$ cat src/rtl/reorder_buffer_pkg.sv
// Shared widths and entry layout for the reorder buffer, register file and reservation stations.
// ROB_WIDTH_BIT may be overridden by the build; the optional ROB_QUERY_BYPASS_EN lives in reorder_buffer.sv.
`ifndef ROB_WIDTH_BIT
`define ROB_WIDTH_BIT 3
`endif

package reorder_buffer_pkg;

  localparam int REG_ID_W = 5;
  localparam int XLEN     = 32;

  typedef struct packed {
    logic                busy;
    logic                ready;
    logic [REG_ID_W-1:0] rd;
    logic [XLEN-1:0]     value;
    logic                is_br;
    logic                is_store;
    logic                pred_taken;
    logic                taken;
    logic [XLEN-1:0]     alt_pc;
  } rob_entry_t;

  function automatic logic is_mispredict(input rob_entry_t e);
    return e.is_br && (e.taken != e.pred_taken);
  endfunction

endpackage

$ cat src/rtl/reorder_buffer.sv
// In-order commit reorder buffer with rename, CDB write-back, operand query and branch flush.
// Optional: define ROB_QUERY_BYPASS_EN to forward a same-cycle write-back onto the query ports.
module reorder_buffer
  import reorder_buffer_pkg::*;
#(
  parameter int ROB_WIDTH_BIT = `ROB_WIDTH_BIT
) (
  input  logic                     clk_in,
  input  logic                     rst_n_in,
  input  logic                     rdy_in,
  input  logic                     issue_valid,
  input  logic [4:0]               issue_rd,
  input  logic                     issue_is_br,
  input  logic                     issue_is_store,
  input  logic                     issue_pred_taken,
  input  logic [31:0]              issue_alt_pc,
  output logic                     rob_full,
  output logic [4:0]               new_reg_id,
  output logic [ROB_WIDTH_BIT-1:0] new_ROB_id,
  input  logic                     wb_valid,
  input  logic [ROB_WIDTH_BIT-1:0] wb_rob_id,
  input  logic [31:0]              wb_val,
  input  logic                     wb_taken,
  output logic [4:0]               write_reg_id,
  output logic [ROB_WIDTH_BIT-1:0] write_ROB_id,
  output logic [31:0]              write_val,
  output logic                     commit_store,
  output logic                     clear_flag,
  output logic [31:0]              clear_pc,
  input  logic [ROB_WIDTH_BIT-1:0] q_id1,
  input  logic [ROB_WIDTH_BIT-1:0] q_id2,
  output logic                     q_rdy1,
  output logic                     q_rdy2,
  output logic [31:0]              q_val1,
  output logic [31:0]              q_val2
);

  localparam int SIZE = 1 << ROB_WIDTH_BIT;
  localparam logic [ROB_WIDTH_BIT:0] FULL_CNT = (ROB_WIDTH_BIT+1)'(SIZE);

  rob_entry_t               r_rob [SIZE];
  logic [ROB_WIDTH_BIT-1:0] r_head;
  logic [ROB_WIDTH_BIT-1:0] r_tail;
  logic [ROB_WIDTH_BIT:0]   r_count;
  logic                     r_clear_flag;
  logic [31:0]              r_clear_pc;

  rob_entry_t w_head_e;
  rob_entry_t w_q1_e;
  rob_entry_t w_q2_e;
  logic       w_full;
  logic       w_issue;
  logic       w_commit;
  logic       w_flush;
  logic       w_wb;

  assign w_head_e = r_rob[r_head];
  assign w_q1_e   = r_rob[q_id1];
  assign w_q2_e   = r_rob[q_id2];

  // The flush cycle doubles as a full cycle so the decoder stalls while fetch redirects.
  assign w_full   = (r_count == FULL_CNT) || r_clear_flag;
  assign w_issue  = rst_n_in && rdy_in && issue_valid && !w_full;
  assign w_commit = rdy_in && !r_clear_flag && w_head_e.busy && w_head_e.ready;
  assign w_flush  = w_commit && is_mispredict(w_head_e);
  assign w_wb     = rdy_in && !r_clear_flag && wb_valid && r_rob[wb_rob_id].busy;

  always_ff @(posedge clk_in or negedge rst_n_in) begin
    if (!rst_n_in) begin
      for (int i = 0; i < SIZE; i++) r_rob[i] <= '0;
      r_head       <= '0;
      r_tail       <= '0;
      r_count      <= '0;
      r_clear_flag <= 1'b0;
      r_clear_pc   <= '0;
    end else if (rdy_in) begin
      r_clear_flag <= w_flush;
      if (w_flush) r_clear_pc <= w_head_e.alt_pc;
      if (w_flush) begin
        for (int i = 0; i < SIZE; i++) r_rob[i].busy <= 1'b0;
        r_head  <= '0;
        r_tail  <= '0;
        r_count <= '0;
      end else begin
        if (w_wb) begin
          r_rob[wb_rob_id].ready <= 1'b1;
          r_rob[wb_rob_id].value <= wb_val;
          r_rob[wb_rob_id].taken <= wb_taken;
        end
        if (w_commit) begin
          r_rob[r_head].busy <= 1'b0;
          r_head             <= r_head + 1'b1;
        end
        // A non-full tail entry is never busy, so this cannot collide with the write-back above.
        if (w_issue) begin
          r_rob[r_tail] <= '{busy: 1'b1, ready: 1'b0, rd: issue_rd, value: '0,
                             is_br: issue_is_br, is_store: issue_is_store,
                             pred_taken: issue_pred_taken, taken: 1'b0,
                             alt_pc: issue_alt_pc};
          r_tail        <= r_tail + 1'b1;
        end
        r_count <= r_count + {{ROB_WIDTH_BIT{1'b0}}, w_issue}
                           - {{ROB_WIDTH_BIT{1'b0}}, w_commit};
      end
    end
  end

  assign rob_full     = w_full;
  assign new_ROB_id   = r_tail;
  assign new_reg_id   = w_issue ? issue_rd : '0;
  assign write_reg_id = w_commit ? w_head_e.rd : '0;
  assign write_ROB_id = r_head;
  assign write_val    = w_head_e.value;
  assign commit_store = w_commit && w_head_e.is_store;
  assign clear_flag   = r_clear_flag;
  assign clear_pc     = r_clear_pc;

  always_comb begin
    q_rdy1 = w_q1_e.busy && w_q1_e.ready;
    q_val1 = q_rdy1 ? w_q1_e.value : '0;
    q_rdy2 = w_q2_e.busy && w_q2_e.ready;
    q_val2 = q_rdy2 ? w_q2_e.value : '0;
`ifdef ROB_QUERY_BYPASS_EN
    if (rst_n_in && wb_valid && wb_rob_id == q_id1) begin
      q_rdy1 = 1'b1;
      q_val1 = wb_val;
    end
    if (rst_n_in && wb_valid && wb_rob_id == q_id2) begin
      q_rdy2 = 1'b1;
      q_val2 = wb_val;
    end
`endif
  end

endmodule

$ cat config.mk
export PLATFORM = sky130hd
export DESIGN_NAME = reorder_buffer
export DESIGN_NICKNAME = d
export VERILOG_FILES = /design/src/rtl/reorder_buffer_pkg.sv /design/src/rtl/reorder_buffer.sv
export SDC_FILE = /design/constraint.sdc
export NUM_CORES = 1
export LEC_CHECK = 0
export ABC_CLOCK_PERIOD_IN_PS = 3900
export BUFFER_PORTS_ARGS = -buffer_cell sky130_fd_sc_hd__buf_2
export CAP_MARGIN = 20
export CORE_AREA = 3 3 326 328
export DETAILED_ROUTE_END_ITERATION = 7
export DIE_AREA = 0 0 329 331
export HOLD_SLACK_MARGIN = 0.03
export PLACE_DENSITY = 0.51
export SYNTH_ARGS = -nofsm -noshare
export SYNTH_HDL_FRONTEND = slang
export SYNTH_SLANG_ARGS = --single-unit
$ cat constraint.sdc
create_clock -name clk_in -period 3.9 [get_ports clk_in]
set_input_delay 0.39 -clock clk_in [delete_from_list [all_inputs] [get_ports clk_in]]
set_output_delay 0.39 -clock clk_in [all_outputs]
set_load 0.02 [all_outputs]
==> run summary <==
Outcome: complete, no violations
DP HPWL: 78.4 mm
Vias in the first global route: 30,371
CTS Sinks: 643
Sequential fraction of the synthesis area: 43.3%
Ys async rst share: 100%
Hold Violations, Final: 0
CP Launch Type: flop
First-pass GRT wire length: 214 mm
FP Rows: 118
Min-Delay Path Class: in -> reg
Register area: 16,100 um^2
MaxCap Viol Count: 0
DRC viols: 0
GRT overflow: 0
Number of synthesized flops with an enable pin: 0
Synth Register Bits: 643
Pins Over Slew Limit: 0
NetSw: 0.0124 W
Post-CTS setup buffers: 0
Sw Share: 41.1%
Compound-Gate Fraction of Synth Area: 27.1%
Synth unique cells: 59
PwrDens: 716 nW/um^2
Largest net degree at the start of global routing: 170
Post-DRT Antenna Nets: 0
HP Start: issue_alt_pc[30]
Crit path max fanout: 46
Slew headroom: 24.5%
Peak supply drop: 765 uV
Critical Path RT: 3.51 ns
Post-Synth XOR/XNOR Area: 0.0942%
Synth Area in Adders: 0.289%
CP Capture Type: primary output
Setup Skew: 0.0261 ns
Clk network pwr share: 26.4%
CP peak stage delay: 0.59 ns
Synth warn: 0
RSZ-0062 raised after global routing: false
Setup WS post-layout: 0.177 ns
Post-Synth Simple-Gate Area: 2.61%
Min Clock Period, post-route: 3.72 ns
DRT iter0 DRCs: 3,020
Clock buffer depth: 3
CTS Buf Count: 79
1st-pass router iterations: 5
Slowest-stage cell, CP: buf_4
Cell area after synthesis: 37,200 um^2
Fin nets: 3,425
Port Buf Inserts: 235
Area grow syn2layout: 13.9%
Pint: 0.0179 W
Multi-input logic area: 19,100 um^2
Core box area: 103,000 um^2
Crit path from: write_ROB_id[0]
Final setup viols: 0
Worst r2r src: write_ROB_id[0]
Vias per cell: 6.43
CTS Root Cell: clkbuf_16
Crit path buf inv count: 4
Worst-skew pair later-pin latency: 0.67 ns
Die area: 109,000 um^2
Worst slew pin tran: 1.13 ns
I/O pin count: 236
Combinational family with the most area after synthesis: compound AO/OA/AOI/OAI gates
Syn Area/Cell: 11.0 um^2
Worst-path cell chain: buf_12, nor3b_2, buf_4, buf_6, a22o_1, a221oi_1, nand3_1, buf_2
GR Util All Layers: 25.9%
WL final: 144 mm
FILL cells: 9,910
Post-synthesis mux area share: 20.8%
TritonCTS clock tree: yes
Cells after Synth: 3,379
Chip width: 329 um
Total number of vias: 30,732
Crit path DAT: 3.33 ns
Final RePlAce weighted congestion: 0.784
Die Span Y: 331 um
Lkg Pwr: 17.7 nW
Final worst path period share: 95.5%
Top Family by Delay on Critical Path: buffers and inverters
# H-tree levels: 3
Worst-path clk slew: 0.06 ns
Seq pwr share: 35.2%
Starting Density: 35.9%
Wire per inst: 30.0 um
Setup slack, reg-to-reg: 0.20 ns
Fmax: 269 MHz
Place WS: 0.295 ns
Initial antenna violation count: 22
Syn Nets: 3,474
Layout cells sized above 1: 28.2%
WS Path Type: reg -> out
Setup TNS: 0 ns
Combinational share of power: 38.4%
Main synth FF type: dfrtp_1
[worst register-to-register path, delay by kind of cell, from the launching register on]
kind | cells | cell delay, ns
simple gates | 1 | 0.28
compound gates | 3 | 0.58
flops | 1 | 0.42
buf+inv | 3 | 1.61
mux | 2 | 0.72
[cell usage in the layout, fill, tap and decap left out, types with 68 or more instances in the layout]
cell type / synthesis / final
dfrtp_1: 643 / 641
a21oi_1: 319 / 316
mux2_2: 310 / 310
a31oi_1: 289 / 289
a21boi_0: 264 / 264
buf_2: 77 / 229
o211ai_1: 168 / 168
mux4_2: 138 / 138
a22oi_1: 106 / 106
o2111ai_1: 100 / 99
mux2i_1: 86 / 86
clkbuf_16: 0 / 81
nor2_1: 82 / 80
a221oi_1: 68 / 68
[what timing repair did]
item                                    in CTS  in global routing
hold endpoints to repair                   129                  0
hold buffers                                 7                  0
endpoints found under the setup margin       2                  3
gates resized for setup                      1                  1
[final cells by class]
cell class | instances | area share [%]
Multi-Input combinational cell | 2242 | 45.1
Sequential cell | 643 | 38.0
Timing Repair Buffer | 342 | 5.88
Inverter | 22 | 0.213
Tap cell | 1380 | 4.08
Clock buffer | 119 | 5.76
Clock inverter | 26 | 0.875
Antenna cell | 7 | 0.0414
[synthesized netlist by cell type, drive strengths merged (45+ instances only)]
master	count	share of area, %
dfrtp	643	43
mux2	334	10
a21oi	319	4.3
clkbuf	306	3.1
a31oi	289	4.9
a21boi	267	5.4
o211ai	168	3.4
buf	166	2.5
mux4	138	8.4
a22oi	106	2.1
o2111ai	100	2.4
mux2i	86	2.3
nor2	82	0.83
a221oi	68	1.6
a22o	60	1.4
o21ai	45	0.61
[cell families after synthesis]
family	count (synthesis)
and+or+nand+nor	206
DFF	643
adders and majority gates	8
buffers and inverters	494
muxes	558
xor gates and xnor gates	4
AOI/OAI and AO/OA	1466
[worst paths after layout]
check,to,cells after the start
max,write_val[27],8
min,r_rob[480],2
max reg2reg,r_rob[360],9
min reg2reg,r_rob[479],1
max in group asynchronous,r_rob[376],4
min in group asynchronous,r_rob[270],2
[flip-flops by register name, indices dropped and copies added, names as in the netlist]
register      flops
clear_flag        1
clear_pc         32
new_ROB_id        3
r_count           4
r_rob           600
write_ROB_id      3
[power groups by stage]
stage               logic, W  clock network [W]  registers, W
global route          0.0124            0.00842        0.0110
CTS                   0.0116            0.00815        0.0106
detailed placement    0.0116                  0        0.0107
finish                0.0116            0.00800        0.0107
global placement      0.0114                  0        0.0107
floorplan            0.00789                  0        0.0103
[metal layers]
metal  global-route usage (%)  vias up  routed length [um]
met5                        0        -                 139
met4                     7.83       24                4260
met3                     5.96      289               11500
met2                     40.1     1362               65700
met1                     36.0    15873               62000
li1                         -    13184                   -
[stage by stage]
| step | power (W) | hold WS (ns) | util, % | instance area [um^2] | cells |
|---|---|---|---|---|---|
| floorplan | 0.0182 | 0.0944 | - | 37200 | 3379 |
| CTS | 0.0303 | 0.0311 | 40.9 | 42300 | 4774 |
| detailed placement | 0.0223 | 0.238 | 38.1 | 39400 | 4622 |
| global placement | 0.0221 | 0.237 | 38.1 | 39400 | 4622 |
| global route | 0.0318 | 0.0565 | 40.9 | 42300 | 4776 |
| finish | 0.0303 | 0.0723 | 40.9 | 42300 | 4781 |
Note: power is estimated with default switching activity, not from simulation.
